File: config.mk
export PLATFORM = sky130hd
export DESIGN_NAME = kbd_scan_sequencer
export DESIGN_NICKNAME = d
export VERILOG_FILES = /design/src/rtl/kbd_scan_sequencer.sv
export SDC_FILE = /design/constraint.sdc
export NUM_CORES = 1
export LEC_CHECK = 0
export ABC_AREA = 1
export CORE_MARGIN = 2
export CORE_UTILIZATION = 55
export CTS_CLUSTER_DIAMETER = 60
export DETAILED_ROUTE_END_ITERATION = 8
export PLACE_DENSITY = 0.84
export SLEW_MARGIN = 20
export SYNTH_ARGS = -nofsm -noshare
export SYNTH_HDL_FRONTEND = slang
export SYNTH_SLANG_ARGS = --single-unit
File: constraint.sdc
create_clock -name axis_aclk_i -period 2.1 [get_ports axis_aclk_i]
set_clock_uncertainty 0.15 [all_clocks]
set_input_delay 0.63 -clock axis_aclk_i [delete_from_list [all_inputs] [get_ports axis_aclk_i]]
set_output_delay 0.63 -clock axis_aclk_i [all_outputs]
set_load 0.02 [all_outputs]
File: src/rtl/kbd_scan_sequencer.sv
`default_nettype none
// ============================================================================
//  Module   : kbd_scan_sequencer
//  Purpose  : Assembles raw PS/2 scan bytes (optional 0xE0 extended prefix,
//             optional 0xF0 release prefix, final code byte) into a single
//             10-bit key event {release, extended, code} on an AXI-Stream
//             style output. Prefix sequences that stall for PREFIX_TIMEOUT
//             cycles are abandoned. Malformed sequences and keyboard
//             overrun/error bytes (0x00, 0xFF) raise a one-cycle err_o pulse.
//  Ports    : axis_aclk_i      - clock, rising edge
//             axis_aresetn_i   - synchronous active-low reset
//             s_axis_tvalid_i  - raw byte valid
//             s_axis_tready_o  - sequencer accepts a raw byte
//             s_axis_tdata_i   - raw scan byte
//             m_axis_tvalid_o  - key event valid
//             m_axis_tready_i  - downstream accepts key event
//             m_axis_tdata_o   - {release, extended, code[7:0]}
//             err_o            - one-cycle protocol error / timeout pulse
//  Revision : 1.0 - initial release
// ============================================================================
module kbd_scan_sequencer #(
    parameter int PREFIX_TIMEOUT = 1000,
    parameter int CNT_WIDTH      = 10
) (
    input  logic       axis_aclk_i,
    input  logic       axis_aresetn_i,
    input  logic       s_axis_tvalid_i,
    output logic       s_axis_tready_o,
    input  logic [7:0] s_axis_tdata_i,
    output logic       m_axis_tvalid_o,
    input  logic       m_axis_tready_i,
    output logic [9:0] m_axis_tdata_o,
    output logic       err_o
);

    localparam logic [2:0] c_idle     = 3'd0;
    localparam logic [2:0] c_pfx_e0   = 3'd1;
    localparam logic [2:0] c_pfx_f0   = 3'd2;
    localparam logic [2:0] c_pfx_e0f0 = 3'd3;
    localparam logic [2:0] c_out      = 3'd4;

    localparam logic [7:0] c_byte_ext = 8'hE0;
    localparam logic [7:0] c_byte_rel = 8'hF0;
    localparam logic [7:0] c_byte_ovr = 8'h00;
    localparam logic [7:0] c_byte_err = 8'hFF;

    localparam logic [CNT_WIDTH-1:0] c_timeout_last = CNT_WIDTH'(PREFIX_TIMEOUT - 1);

    logic [2:0]           state_q,  state_d;
    logic [CNT_WIDTH-1:0] cnt_q,    cnt_d;
    logic                 tready_q, tready_d;
    logic                 tvalid_q, tvalid_d;
    logic [9:0]           tdata_q,  tdata_d;
    logic                 err_q,    err_d;

    logic w_accept;
    logic w_ext_flag;
    logic w_rel_flag;

    // tready_q is itself registered, so acceptance is a pure AND of the
    // incoming valid with what the sequencer advertised this cycle.
    assign w_accept   = s_axis_tvalid_i & tready_q;
    assign w_ext_flag = (state_q == c_pfx_e0) || (state_q == c_pfx_e0f0);
    assign w_rel_flag = (state_q == c_pfx_f0) || (state_q == c_pfx_e0f0);

    always_comb begin
        state_d  = state_q;
        cnt_d    = '0;
        tvalid_d = tvalid_q;
        tdata_d  = tdata_q;
        err_d    = 1'b0;

        case (state_q)
            c_idle, c_pfx_e0, c_pfx_f0, c_pfx_e0f0: begin
                if (w_accept) begin
                    if (s_axis_tdata_i == c_byte_ext) begin
                        // A fresh 0xE0 always restarts the sequence; it is
                        // only an error if a prefix was already in flight.
                        state_d = c_pfx_e0;
                        err_d   = (state_q != c_idle);
                    end else if (s_axis_tdata_i == c_byte_rel) begin
                        if (state_q == c_idle) begin
                            state_d = c_pfx_f0;
                        end else if (state_q == c_pfx_e0) begin
                            state_d = c_pfx_e0f0;
                        end else begin
                            // Duplicate release prefix: keep waiting for code.
                            err_d = 1'b1;
                        end
                    end else if ((s_axis_tdata_i == c_byte_ovr) ||
                                 (s_axis_tdata_i == c_byte_err)) begin
                        state_d = c_idle;
                        err_d   = 1'b1;
                    end else begin
                        state_d  = c_out;
                        tvalid_d = 1'b1;
                        tdata_d  = {w_rel_flag, w_ext_flag, s_axis_tdata_i};
                    end
                end else if (state_q != c_idle) begin
                    // A byte landing on the last count wins over the timeout,
                    // because this branch is only reached without acceptance.
                    if (cnt_q == c_timeout_last) begin
                        state_d = c_idle;
                        err_d   = 1'b1;
                    end else begin
                        cnt_d = cnt_q + CNT_WIDTH'(1);
                    end
                end
            end
            c_out: begin
                if (m_axis_tready_i) begin
                    state_d  = c_idle;
                    tvalid_d = 1'b0;
                end
            end
            default: begin
                state_d  = c_idle;
                tvalid_d = 1'b0;
            end
        endcase

        // Registered ready follows the next state so it is low for the whole
        // time an event is pending.
        tready_d = (state_d != c_out);
    end

    always_ff @(posedge axis_aclk_i) begin
        if (!axis_aresetn_i) begin
            state_q  <= c_idle;
            cnt_q    <= '0;
            tready_q <= 1'b0;
            tvalid_q <= 1'b0;
            tdata_q  <= '0;
            err_q    <= 1'b0;
        end else begin
            state_q  <= state_d;
            cnt_q    <= cnt_d;
            tready_q <= tready_d;
            tvalid_q <= tvalid_d;
            tdata_q  <= tdata_d;
            err_q    <= err_d;
        end
    end

    assign s_axis_tready_o = tready_q;
    assign m_axis_tvalid_o = tvalid_q;
    assign m_axis_tdata_o  = tdata_q;
    assign err_o           = err_q;

endmodule
`default_nettype wire

After elaboration in Yosys (flattened, before gate mapping). Index checks and enable logic that the tools add are counted. Widths: inputs -> output; s select.

Add/subtract/negate cells: 1. Reductions and logical operators: 11. Bitwise logic cells: 7. Equal/unequal tests: 14. Muxes and demuxes: 24.

Operators by type and width (count): $mux 3 (9); $eq 8x8->1 const B (3); $mux 1 (13); $add 10x1->10 const B (1); $eq 10x10->1 const B (1); $ne 2x2->1 const B (5); $reduce_and 5->1 (2); $logic_not 8->1 (1); $eq 3x2->1 const B (2); $not 1->1 (6); $pmux 3 s2 (1); $reduce_or 5->1 (1); $reduce_or 4->1 (1); $eq 3x1->1 const B (1); $eq 3x3->1 const B (1); $logic_not 3->1 (1); $logic_or 1x1->1 (3); $ne 3x3->1 const B (1); $reduce_bool 3->1 (1); $pmux 1 s2 (1); $reduce_and 2->1 (1); $and 1x1->1 (1).

Bits in registers: 26. Logic and storage cells: 63. Output and inout bits: 13. Input bits: 12.

Depth between registers and ports, before layout.
Depth in word-level cells: 8. Mapped depth: 9. Mapped depth without buffers: 9.

Worst setup path before layout. OpenSTA, ideal clock, no wires.

Kind: input to register. From: input port s_axis_tdata_i[2]. To: register tdata_q[9] (netlist: m_axis_tdata_o[9]). Data required time: 1.836 ns. Library setup time: 0.114 ns. Path buffers: 1. Stages: 9. Data arrival time: 1.320 ns. Slack: 0.516 ns. Cells stage by stage: nor2_1 -> nand2_2 -> inv_1 -> nand2_2 -> buf_6 -> nand3_2 -> nand2_1 -> nand2_1 -> nor2_2.

Cells in the longest elaborated chain, start to end: 4. Elaborated cells between the ends (all ways): 9. Those cells by class: eq/ne: 3; bitwise: 3; reduce/logical: 3.

Ends and longest elaborated chain: start, declared (RTL line 29) `input logic [7:0] s_axis_tdata_i,`; $eq 8x8->1 or $logic_not 8->1 (tied branches) (RTL line 91, 90); $logic_or 1x1->1 (RTL line 90) `end else if ((s_axis_tdata_i == c_byte_ovr) ||`; $not 1->1 (no source line); $reduce_and 5->1 (no source line) (*); end signal, assigned (RTL line 140) `tdata_q <= tdata_d;`; end, declared (RTL line 53) `logic [9:0] tdata_q, tdata_d;`.

Every way passes the cells marked *; elsewhere a longest branch is shown, timed or not. A chain may end at the register's enable or synchronous reset.

Worst setup path after layout.
From: register tdata_q[7] (netlist: m_axis_tdata_o[7]). To: output port m_axis_tdata_o[7].

RTL lines: end, declared (RTL line 32) `output logic [9:0] m_axis_tdata_o,`.

No word-level cell between the ends.

==> flow_summary_export.csv <==
group,metric,value,unit
placement,dp_hpwl,2.352,mm
job,maxCapViolations,0,
outcome,outcome,"finished clean",
timing,fin_crit,2.058,ns
floorplanning,die_x,53.39,µm
setup_path,cp.required,1.32,ns
synthesis,ys_warn_count,0,
layout,final_area,1744,µm²
setup_path,cp.arrival,1.28,ns
floorplanning,num_rows,17,
power,cellPowerDensity,603.9,nW/µm²
floorplanning,ioPinCount,25,
layout,fin_cells,255,
setup_path,crit_chain,"clkdlybuf4s50_1",
power,switching_share,25.29,%
placement,io_buffers,24,
cts,clock_sinks,26,
layout,layout_commonest_cell,"nor2_1",
setup_path,critPathLaunchType,"flop",
floorplanning,die_h,53.39,µm
cts,cts_buffers,3,
floorplanning,die_area,2850,µm²
power,p_sw,0.2663,mW
layout,drive_gt1_share,17.18,%
global_routing,grt_pass1_wl,5.319,mm
power,seq_power_share,49.8,%
setup_path,crit_buf_inv,1,
layout,final_util,77.36,%
route,wire_per_inst,12.18,µm
setup_path,crit_type,"flop to primary output",
route,drc,0,
timing,rsz0062_at_grt,"false",
placement,dp_slack,-0.1199,ns
timing,setup_ws,0.04239,ns
synthesis,ys_seq_area_share,38.81,%
setup_path,regToRegSetupSlack,0.58,ns
layout,diodes,0,
placement,gp_congestion,0.9013,
global_routing,grt_pass1_vias,1268,
global_routing,use_met3,3.672,%
cts,root_buffer,"clkbuf_4",
route,antenna_left,0,
placement,placed_cells,251,
global_routing,grt_max_degree,16,
route,vias,1325,
floorplanning,core_region_area,2255,µm²
cts,clockBufferDepth,2,
timing,finalSetupViolations,0,
floorplanning,start_util,59.49,%
timing,hold_viol_final,0,
cts,ctsHtreeMaxLevel,1,
timing,fin_tns_setup,0,ns
layout,fillers,170,
route,drt-initial-drc-count,33,
power,power_leakage,0.9173,nW
layout,nNetsFinal,241,
synthesis,syn_nets,204,
global_routing,grt.met2_usage,47.33,%
timing,drv_slew,0,
cts,cts_tree,"done",
synthesis,netlist_area,1341,µm²
synthesis,syn_inst,191,
route,wl,3.105,mm
power,clkPwrFrac,33.4,%
synthesis,ys_seq_elements,26,
timing,tightest_slew,0.2429,ns
cts,path_clk_slew,0.15,ns
global_routing,grt_use_met1,28.50,%
cts,ctsHoldBuffers,0,
layout,syn_to_final_growth,30.04,%
synthesis,ys_types,25,
setup_path,crit_fanout,2,
layout,mostFrequentLayoutCells,"40 x nor2_1, 35 x nand2_1, 26 x dfxtp_1",
setup_path,cp_top_family,"buffers and inverters",
timing,slew_headroom,83.78,%
cts,clock_latency,0.33,ns
global_routing,track_usage,25.78,%
setup_path,crit_path_end_kind,"primary output",
timing,fin_crit_sh,97.98,%
setup_path,slowest_delay,0.60,ns
worst_hold_path,worstHoldPathType,"flop to flop",
synthesis,avgSynthCellArea,7.022,µm²
power,irDropWorstVdd,0.6907,mV
power,intPower,0.7869,mW
placement,postPlaceCellArea,1665,µm²
global_routing,globalRoute.totalOverflow,0,
setup_path,critical_path.slowest_cell,"clkdlybuf4s50_1",
route,drtPass1Iterations,4,
timing,fmax,486.0,MHz
power,p_comb_share,16.9,%
global_routing,antenna_found_initial,0,
global_routing,grt_busiest_layer,"met2",
route,vias_per_cell,5.196,
metal layers:
metal | wire (µm) | up-vias
li1 | - | 675
met1 | 1334 | 598
met2 | 1550 | 43
met3 | 130 | 9
met4 | 89 | 0
met5 | 0 | -
layout make-up:
class / count / area [µm²] / share of cell area [%]
clock buffers: 3 / 22.52 / 1.291
repair buffers: 36 / 356.6 / 20.44
well taps: 28 / 35.03 / 2.009
clock inverters: 1 / 30.03 / 1.722
inverters: 28 / 105.1 / 6.026
multi-input cells: 133 / 674.4 / 38.67
flip-flops and latches: 26 / 520.5 / 29.84
through the flow:
stage | power [mW] | hold slack, ns
finish | 1.053 | 0.3134
global placement | 0.7075 | 0.2747
floorplan | 0.6315 | 0.2675
global route | 1.094 | 0.3394
detailed placement | 0.7155 | 0.2922
CTS | 1.058 | 0.3175
synthesized netlist by cell type:
master | count | area share (%)
nor2_1 | 40 | 11
nand3b_1 | 1 | 0.56
xor2_1 | 1 | 0.65
dfxtp_1 | 26 | 39
o21ai_0 | 4 | 1.5
nand2_2 | 6 | 2.8
nor2_8 | 1 | 1.5
inv_1 | 24 | 6.7
nor3_2 | 2 | 1.5
o211ai_1 | 1 | 0.56
nand3_1 | 7 | 2.6
nor2_2 | 4 | 1.9
nand4_1 | 12 | 5.6
inv_2 | 4 | 1.1
nand2_1 | 35 | 9.8
buf_6 | 3 | 2.5
clkbuf_4 | 1 | 0.56
ha_1 | 1 | 0.93
nor2_4 | 2 | 1.7
or2_2 | 1 | 0.47
nor3b_2 | 1 | 0.93
a21oi_1 | 9 | 3.4
nor3_1 | 3 | 1.1
nand4_2 | 1 | 0.93
nand3_2 | 1 | 0.75
what timing repair did:
action	in CTS	in global routing
endpoints found under the setup margin	1	11
gates cloned	0	0
hold endpoints to repair	0	0
resized for setup	1	11
setup buffers	0	0
path summary, 6_finish.rpt:
check	startpoint	end	depth (start not counted)
setup reg to reg	cnt_q[0]	cnt_q[8]	7
hold / removal	cnt_q[0]	cnt_q[0]	1
hold reg to reg	cnt_q[0]	cnt_q[0]	1
setup / recovery	m_axis_tdata_o[7]	m_axis_tdata_o[7]	1
cells by family after synthesis:
family | Yosys count | synth area share [%]
AO/OA/AOI/OAI | 14 | 5.410
XOR/XNOR | 1 | 0.6531
buffers and inverters | 32 | 10.91
flip-flops | 26 | 38.81
adder cells (fa/ha/maj) | 1 | 0.9327
AND/OR/NAND/NOR | 117 | 43.28
power by group through the flow:
stage	clock [mW]	combinational (mW)	sequential, mW
6_report	0.352	0.178	0.524
5_1_grt	0.373	0.195	0.526
4_1_cts	0.352	0.181	0.525
3_5_place_dp	0	0.180	0.536
3_3_place_gp	0	0.173	0.534
2_1_floorplan	0	0.0754	0.556
flip-flops by register name (all words and copies together) (netlist names):
name,count
cnt_q,10
err_o,1
m_axis_tdata_o,10
m_axis_tvalid_o,1
s_axis_tready_o,1
state_q,3
(Power assumes the default switching activity.)
